[src/rtl/instr_fetch_unit.sv]
// Single-outstanding instruction fetch with timeout guard and valid/ready handoff.
// Optional INSTR_FETCH_MISALIGN_CHECK_EN faults misaligned start PCs without a bus read.
module instr_fetch_unit #(
    parameter int unsigned TIMEOUT_CYCLES = 255
) (
    input  logic        clk,
    input  logic        reset,
    input  logic        start,
    input  logic [31:0] pc,
    output logic        mem_rd,
    output logic [31:0] mem_addr,
    input  logic        mem_ack,
    input  logic [31:0] mem_rdata,
    input  logic        mem_err,
    output logic        out_valid,
    input  logic        out_ready,
    output logic [31:0] instr,
    output logic [31:0] instr_pc,
    output logic        fault,
    output logic [1:0]  fault_cause,
    output logic        busy
);

    localparam int unsigned CW = $clog2(TIMEOUT_CYCLES + 1);
    localparam logic [CW-1:0] CNT_LIMIT = CW'(TIMEOUT_CYCLES - 1);

    typedef enum logic [1:0] {
        IDLE = 2'd0,
        REQ  = 2'd1,
        HOLD = 2'd2
    } state_e;

    state_e        state_q, state_d;
    logic [31:0]   pc_q, pc_d;
    logic [CW-1:0] cnt_q, cnt_d;
    logic [31:0]   instr_q, instr_d;
    logic [31:0]   instr_pc_q, instr_pc_d;
    logic          fault_q, fault_d;
    logic [1:0]    cause_q, cause_d;
    logic          mem_rd_q, mem_rd_d;
    logic          out_valid_q, out_valid_d;
    logic          busy_q, busy_d;
    logic          launch;
    logic          misaligned;

`ifdef INSTR_FETCH_MISALIGN_CHECK_EN
    assign misaligned = |pc[1:0];
`else
    assign misaligned = 1'b0;
`endif

    assign launch = start &
                    ((state_q == IDLE) ||
                     ((state_q == HOLD) && out_ready));

    always_comb begin
        state_d    = state_q;
        pc_d       = pc_q;
        cnt_d      = cnt_q;
        instr_d    = instr_q;
        instr_pc_d = instr_pc_q;
        fault_d    = fault_q;
        cause_d    = cause_q;

        unique case (state_q)
            IDLE: ;
            REQ: begin
                // An ack on the limit cycle takes priority over the timeout.
                if (mem_ack) begin
                    instr_d    = mem_err ? 32'h0 : mem_rdata;
                    fault_d    = mem_err;
                    cause_d    = mem_err ? 2'd1 : 2'd0;
                    instr_pc_d = pc_q;
                    state_d    = HOLD;
                end else if (cnt_q == CNT_LIMIT) begin
                    instr_d    = 32'h0;
                    fault_d    = 1'b1;
                    cause_d    = 2'd2;
                    instr_pc_d = pc_q;
                    state_d    = HOLD;
                end else begin
                    cnt_d = cnt_q + CW'(1);
                end
            end
            HOLD: begin
                if (out_ready) begin
                    state_d = IDLE;
                end
            end
            default: state_d = IDLE;
        endcase

        if (launch) begin
            pc_d  = pc;
            cnt_d = '0;
            if (misaligned) begin
                instr_d    = 32'h0;
                instr_pc_d = pc;
                fault_d    = 1'b1;
                cause_d    = 2'd3;
                state_d    = HOLD;
            end else begin
                state_d = REQ;
            end
        end

        mem_rd_d    = (state_d == REQ);
        out_valid_d = (state_d == HOLD);
        busy_d      = (state_d != IDLE);
    end

    always_ff @(posedge clk) begin
        if (reset) begin
            state_q     <= IDLE;
            pc_q        <= 32'h0;
            cnt_q       <= '0;
            instr_q     <= 32'h0;
            instr_pc_q  <= 32'h0;
            fault_q     <= 1'b0;
            cause_q     <= 2'd0;
            mem_rd_q    <= 1'b0;
            out_valid_q <= 1'b0;
            busy_q      <= 1'b0;
        end else begin
            state_q     <= state_d;
            pc_q        <= pc_d;
            cnt_q       <= cnt_d;
            instr_q     <= instr_d;
            instr_pc_q  <= instr_pc_d;
            fault_q     <= fault_d;
            cause_q     <= cause_d;
            mem_rd_q    <= mem_rd_d;
            out_valid_q <= out_valid_d;
            busy_q      <= busy_d;
        end
    end

    assign mem_rd      = mem_rd_q;
    assign mem_addr    = mem_rd_q ? {pc_q[31:2], 2'b00} : 32'h0;
    assign out_valid   = out_valid_q;
    assign instr       = instr_q;
    assign instr_pc    = instr_pc_q;
    assign fault       = fault_q;
    assign fault_cause = cause_q;
    assign busy        = busy_q;

endmodule

[config.mk]
export PLATFORM = sky130hd
export DESIGN_NAME = instr_fetch_unit
export DESIGN_NICKNAME = d
export VERILOG_FILES = /design/src/rtl/instr_fetch_unit.sv
export SDC_FILE = /design/constraint.sdc
export NUM_CORES = 1
export LEC_CHECK = 0
export ABC_AREA = 1
export CORE_UTILIZATION = 30
export CTS_CLUSTER_DIAMETER = 150
export DETAILED_ROUTE_END_ITERATION = 8
export SKIP_LAST_GASP = 1
export SYNTH_ARGS = -nofsm -noshare
export SYNTH_HDL_FRONTEND = slang
export SYNTH_SLANG_ARGS = --single-unit
[constraint.sdc]
create_clock -name clk -period 1.4 [get_ports clk]
set_clock_uncertainty 0.15 [all_clocks]
set_input_delay 0.28 -clock clk [delete_from_list [all_inputs] [get_ports clk]]
set_output_delay 0.28 -clock clk [all_outputs]
set_load 0.01 [all_outputs]
After elaboration in Yosys (flattened, before gate mapping)

Index checks and enable logic that the tools add are counted.

Bitwise logic cells: 3
Equality and inequality tests: 5
$add $sub $neg: 1
Mux-type cells: 16
Reduce and logical (&&, ||, !) cells: 8

Operators with widths:

| operator                                      | count |
|---|---|
| 2-to-1 mux 32 bit                             | 6 |
| 2-to-1 mux 2 bit                              | 6 |
| adder 8 x 1 -> 8 bit, second input constant   | 1 |
| == test 8 bit, second input constant          | 1 |
| case mux 2 bit (3 select lines)               | 1 |
| == test 2 x 1 -> 1 bit, second input constant | 2 |
| == test 2 bit, second input constant          | 2 |
| nonzero test 2 bit                            | 2 |
| 2-to-1 mux 1 bit                              | 3 |
| AND reduction 3 bit                           | 1 |
| zero test 2 bit                               | 1 |
| NOT 1 bit                                     | 2 |
| AND reduction 2 bit                           | 1 |
| OR reduction 2 bit                            | 1 |
| AND 1 bit                                     | 1 |
| logical AND 1 bit                             | 1 |
| logical OR 1 bit                              | 1 |

Flip-flop bits (word level): 112

Logic depth before layout (Yosys ltp)

Gate-level depths: netlist of run 1.

Depth in word-level cells: 6
Mapped depth: 11
Depth with buffers taken out: 10

Least setup slack after synthesis of run 1

OpenSTA, ideal clock, no wires.

Kind: register to register
Start: register cnt_q[0]
End: register instr_pc_q[24], in the netlist instr_pc[24]
Data required time: 1.137 ns
Arrival time: 1.278 ns
Setup slack: -0.141 ns
Stages on the path, launching flop included: 12
Clock period less this slack: 1.541 ns
Path through: dfxtp_1 -> inv_1 -> ha_1 -> nand2_1 -> nor2_1 -> nand3_2 -> nand2_2 -> buf_6 -> buf_6 -> nand2_1 -> nand2_1 -> nor2_1

Longest elaborated chain between the ends: 3

RTL lines:

| item                          | line | source |
|---|---|---|
| start: declaration            | 35   | `logic [CW-1:0] cnt_q, cnt_d;` |
| start signal: assignment      | 127  | `cnt_q <= cnt_d;` |
| == test 8 bit                 | 75   | `end else if (cnt_q == CNT_LIMIT) begin` |
| nonzero test 2 bit (no line)  | -    |  |
| AND reduction 2 bit (no line) | -    |  |
| end signal: assignment        | 129  | `instr_pc_q <= instr_pc_d;` |
| end: declaration              | 37   | `logic [31:0] instr_pc_q, instr_pc_d;` |

No other way between the ends.
A chain may end at the register's enable or synchronous reset.

Worst setup path in the final report of run 1

Start: register mem_rd_q, in the netlist mem_rd
End: output mem_addr[25]

Longest elaborated chain between the ends: 1

RTL lines:

| item                     | line | source |
|---|---|---|
| start: declaration       | 40   | `logic mem_rd_q, mem_rd_d;` |
| start signal: assignment | 132  | `mem_rd_q <= mem_rd_d;` |
| 2-to-1 mux 32 bit        | 139  | `assign mem_addr = mem_rd_q ? {pc_q[31:2], 2'b00} : 32'h0;` |
| end: declaration         | 11   | `output logic [31:0] mem_addr,` |

No other way between the ends.

==> impl_metrics.json, run 1 <==
{
  "outcome": "complete, but fails checks",
  "violations": "negative setup slack",
  "critical_path_arrival_ns": 1.22,
  "pwr-share-comb_pct": 19.5,
  "wl_um": 14600,
  "r2r-end": "instr_pc[5]",
  "htreeDepth": 3,
  "ys_types": 24,
  "p_sw_uw": 2100,
  "worstPathRequired_ns": 0.97,
  "pin_count": 172,
  "power.total_uw": 7860,
  "whs_path_depth": 2,
  "worstSkewPairLatency_ns": 0.35,
  "nets": 915,
  "synth_area_per_cell_sq_um": 7.11,
  "die_w_um": 124,
  "ys_ff_latch": 112,
  "yosys_warnings": 0,
  "cts_hold_buffers": 0,
  "hpwl_um": 8340,
  "cp_max_fo": 5,
  "critPathKind": "flip-flop to output pin",
  "p_seq_share_pct": 44.2,
  "placedCellCount": 984,
  "p_per_area_mw_per_mm2": 966,
  "timing.rr.start": "cnt_q[0]",
  "vdd_drop_max_uv": 556,
  "diodes": 0,
  "cts_root_buffer": "clkbuf_16",
  "cts_tree": "built",
  "die_height_um": 124,
  "drc_errors": 0,
  "multi_input_area_sq_mm": 0.00262,
  "die-area_sq_mm": 0.0153,
  "drtAntennaViolNets": 0,
  "regArea_sq_mm": 0.00226,
  "max_freq_ghz": 0.605,
  "reg2regPathDepth": 10,
  "vias": 4578,
  "dr.pass1.iters": 4,
  "grt_pass1_wl_um": 22000,
  "hp-class": "flip-flop to flip-flop",
  "setup_viol": 108,
  "final.min_clock_period_ns": 1.65,
  "core_area_sq_mm": 0.0145,
  "grt_pass1_vias": 4389,
  "cts_buffer_depth": 2,
  "antenna_found_initial": 0,
  "crit_path_start_kind": "flip-flop",
  "power.leakage_uw": 0.00373,
  "period_share_pct": 118,
  "gp_congestion": 0.739,
  "grt_max_degree": 40,
  "hold_end": "fault_cause[1]",
  "post_drt_wl_per_cell_um": 14.1,
  "grt_use_total_pct": 19.1,
  "endpoint_kind": "output pin",
  "final_common_cell": "nand2_1",
  "grt_overflow": 0,
  "portBuffers": 169,
  "drive_gt1_share_pct": 45.4,
  "fp-row-count": 44,
  "hold_start": "fault_cause[1]",
  "final_cell_mix": "111 x nand2_1, 98 x dfxtp_1, 72 x nor2_1",
  "power.internal_uw": 5760,
  "drv_slew": 0,
  "utilization_pct": 56.0,
  "rsz0062_at_grt": "true",
  "finalHoldViolCount": 0,
  "cts_inserted_buffers": 9,
  "fillers": 1336,
  "area_growth_pct": 82.7,
  "clockPowerShare_pct": 36.3,
  "final_cell_count_no_fill": 1032,
  "path_clk_slew_ns": 0.08,
  "cap_violations": 0,
  "ys_seq_area_share_pct": 50.3,
  "syn_area_sq_mm": 0.00446,
  "cts_sinks": 112,
  "worst_slack_ns": -0.252,
  "dr.first_iter.drc_count": 176,
  "via_per_inst": 4.44,
  "synth_cells": 627,
  "initial_core_util_pct": 30.7,
  "swShare_pct": 26.7,
  "r2r_slack_ns": -0.21
}
## kinds of logic after synthesis
logic type / share of synthesized area [%]
simple gates: 24.6
buf+inv: 11.4
flops: 50.3
compound gates: 12.5
xor+xnor: 0.590
fa+ha+maj: 0.562
other cells: 0.0842
## sequential cells by signal, indices dropped and copies added, names as in the netlist, 2 cells and up
name / flops
instr: 32
instr_pc: 32
pc_q: 32
cnt_q: 8
fault_cause: 2
state_q: 2
## cells in the mapped netlist, drive strengths merged
library cell  count  area share [%]
or2               1            0.14
ha                2            0.56
dfxtp           112              50
nor2             80             7.1
a21oi            73             8.2
inv              81             6.8
conb              1           0.084
o21ai            35             3.9
nand2           196              17
buf              22             3.4
xnor2             1            0.20
clkbuf           14             1.2
a21boi            1            0.17
o211ai            1            0.17
xor2              2            0.39
nand3             5            0.67
## worst max-delay path by stage
| stage | start | end |
|---|---|---|
| 2_1_floorplan | cnt_q[0] | instr_pc[24] |
| 3_3_place_gp | mem_ack | instr_pc[26] |
| 3_5_place_dp | mem_ack | instr_pc[26] |
| 4_1_cts | mem_rd | mem_addr[4] |
| 5_1_grt | mem_rd | mem_addr[25] |
| 6_report | mem_rd | mem_addr[25] |
## power by group through the flow
stage	Sequential [uW]	Clock, uW	Combinational (uW)
4_1_cts	3450	2940	1400
5_1_grt	3500	3080	1660
2_1_floorplan	3540	0	461
3_5_place_dp	3520	0	1100
6_report	3480	2850	1530
3_3_place_gp	3510	0	1100
## repair_timing
action | 4_1_cts | 5_1_grt
resized for setup | 416 | 257
endpoints found under the setup margin | 207 | 206
pin swaps | 31 | 46
setup buffers | 17 | 8
gates cloned | 15 | 3
## metal layers
| layer | up-vias | track usage (%) | share of wire, % |
|---|---|---|---|
| met5 | - | 0 | 0 |
| met4 | 0 | 5.20 | 0.91 |
| met3 | 10 | 6.23 | 7.0 |
| met2 | 119 | 32.3 | 50 |
| met1 | 2111 | 23.2 | 42 |
| li1 | 2338 | - | - |
## final cells by class
type | count | share of cell area (%)
repair buffers | 239 | 29.3
multi-input cells | 400 | 32.1
inverters | 81 | 3.83
clock buffers | 10 | 2.94
clock inverters | 6 | 1.14
flip-flops and latches | 112 | 27.8
well taps | 184 | 2.83
## stage by stage
| stage | setup WS (ns) | TNS (ns) | hold slack (ns) | cell area [sq um] |
|---|---|---|---|---|
| 2_1_floorplan | -0.0810 | -3.16 | 0.277 | 4490 |
| 3_3_place_gp | -0.353 | -40.64 | 0.283 | 6620 |
| 3_5_place_dp | -0.367 | -42.24 | 0.292 | 6620 |
| 4_1_cts | -0.269 | -22.12 | 0.311 | 7860 |
| 5_1_grt | -0.300 | -24.35 | 0.327 | 8140 |
| 6_report | -0.252 | -17.17 | 0.312 | 8140 |
## worst max-delay path: stages, from the launching register on
cell and delay [ns]:
dfxtp_4 0.35, buf_12 0.14, clkbuf_16 0.16, nand2_2 0.06, inv_1 0.03, buf_2 0.13
Note: power is estimated with default switching activity, not from simulation.
==> run 2, diff against run 1 <==
- CAP_MARGIN: default -> 20
- SETUP_SLACK_MARGIN: default -> 0.15
==> impl_metrics.json, run 2 (same netlist as run 1, synthesis figures left out) <==
{
  "endpoint_kind": "flip-flop",
  "hpwl_um": 8130,
  "grt_use_total_pct": 20.7,
  "fillers": 1160,
  "initial_core_util_pct": 30.7,
  "drc_errors": 0,
  "final.min_clock_period_ns": 1.71,
  "final_common_cell": "buf_6",
  "crit_path_start_kind": "flip-flop",
  "crit_path_max_incr_delay_ns": 0.33,
  "critPathKind": "flip-flop to flip-flop",
  "cts_inserted_buffers": 9,
  "grt_overflow": 0,
  "area_growth_pct": 109,
  "dr.pass1.iters": 4,
  "core_area_sq_mm": 0.0145,
  "power.total_uw": 8260,
  "violations": "negative setup slack",
  "drtAntennaViolNets": 0,
  "antenna_found_initial": 0,
  "nets": 963,
  "cap_violations": 0,
  "post_drt_wl_per_cell_um": 15.3,
  "drive_gt1_share_pct": 60.2,
  "outcome": "complete, but fails checks",
  "cp_max_fo": 6,
  "cp_slowest_cell": "dfxtp_2",
  "portBuffers": 169,
  "crit_chain": "inv_2, ha_4, nand2_4, nor2_4, nand3_2, nand2_4, buf_6, buf_6, buf_12, nand2_2, nand2_1, nor2_1",
  "max_freq_ghz": 0.584,
  "die_w_um": 124,
  "grt_pass1_vias": 4632,
  "cts_tree": "built",
  "power.leakage_uw": 0.00426,
  "utilization_pct": 64.1,
  "pin_count": 172,
  "final_cell_count_no_fill": 1080,
  "drv_slew": 0,
  "grt_max_degree": 33,
  "path_clk_slew_ns": 0.08,
  "whs_path_depth": 2,
  "finalHoldViolCount": 0,
  "worst_slack_ns": -0.312,
  "hp-class": "flip-flop to flip-flop",
  "vdd_drop_max_uv": 728,
  "wl_um": 16500,
  "via_per_inst": 4.51,
  "cts_sinks": 112,
  "fp-row-count": 44,
  "worstSkewPairLatency_ns": 0.36,
  "critical_path_arrival_ns": 1.81,
  "dr.first_iter.drc_count": 241,
  "placedCellCount": 980,
  "regArea_sq_mm": 0.00234,
  "gp_congestion": 0.750,
  "multi_input_area_sq_mm": 0.00260,
  "worstPathRequired_ns": 1.50,
  "rsz0062_at_grt": "true",
  "diodes": 0,
  "vias": 4869,
  "die-area_sq_mm": 0.0153,
  "cts_hold_buffers": 0,
  "reg2regPathDepth": 12,
  "final_cell_mix": "111 x buf_6, 76 x nand2_1, 71 x nand2_2, 71 x dfxtp_2, 68 x clkdlybuf4s50_1",
  "setup_viol": 141,
  "grt_pass1_wl_um": 23800,
  "fin_tns_setup_ns": -27.34,
  "p_per_area_mw_per_mm2": 886,
  "cts_buffer_depth": 2,
  "period_share_pct": 122,
  "cts_root_buffer": "clkbuf_16",
  "die_height_um": 124,
  "htreeDepth": 3
}
run 2: cell count changes in the layout (fill, tap and decap cells not counted), moves of 21 or more:
cell	before	now
buf_6	29	111
dfxtp_1	98	39
dfxtp_2	13	71
clkbuf_2	52	0
nand2_2	24	71
nand2_1	111	76
buf_4	27	52
a21oi_1	15	36
run 2: path summary, 6_finish.rpt:
check | start | endpoint | slack (ns)
max | cnt_q[0] | instr_pc[2] | -0.31
min reg2reg | instr[9] | instr[9] | 0.31
min | instr[9] | instr[9] | 0.31
max reg2reg | cnt_q[0] | instr_pc[2] | -0.31
run 2: timing repair:
action / in CTS / in global routing
endpoints found under the setup margin: 212 / 210
gates cloned: 24 / 1
resized for setup: 766 / 168
pin swaps: 67 / 26
buffers inserted: 35 / 24
run 2: power breakdown:
part | internal (uW) | leakage, uW | switching (uW)
Combinational | 1100 | 0.00315 | 888
Clock | 1500 | 0.000157 | 1240
Sequential | 3370 | 0.000950 | 150
Total | 5980 | 0.00426 | 2280
run 2: cell type report:
type	instances	share of cell area, %
tap	184	2.47
clock buffer	11	2.71
inverter	81	3.40
timing repair buffer	288	37.8
clock inverter	5	0.658
multi-input combinational	399	27.9
sequential	112	25.1
run 2: through the flow:
| step | worst slack [ns] | hold WS [ns] | cell area (sq um) |
|---|---|---|---|
| 2_1_floorplan | -0.0788 | 0.277 | 4490 |
| 3_3_place_gp | -0.457 | 0.291 | 6560 |
| 3_5_place_dp | -0.472 | 0.297 | 6560 |
| 4_1_cts | -0.275 | 0.304 | 8440 |
| 5_1_grt | -0.365 | 0.315 | 9320 |
| 6_report | -0.312 | 0.305 | 9320 |
run 2: worst max-delay path: cells and delay by family, from the launching register on:
family                   cells  cell delay (ns)
adder cells (fa/ha/maj)      1             0.14
buffers and inverters        4             0.42
flip-flops                   1             0.33
AND/OR/NAND/NOR              7             0.56
run 2: layer usage:
layer | GRT usage (%) | part of all wire, % | vias up | wire (um)
met3 | 6.18 | 6.8 | 15 | 1120
met4 | 4.97 | 1.3 | 0 | 209
met5 | 0 | 0 | - | 0
li1 | - | - | 2437 | -
met2 | 37.7 | 53 | 144 | 8690
met1 | 23.5 | 39 | 2273 | 6460
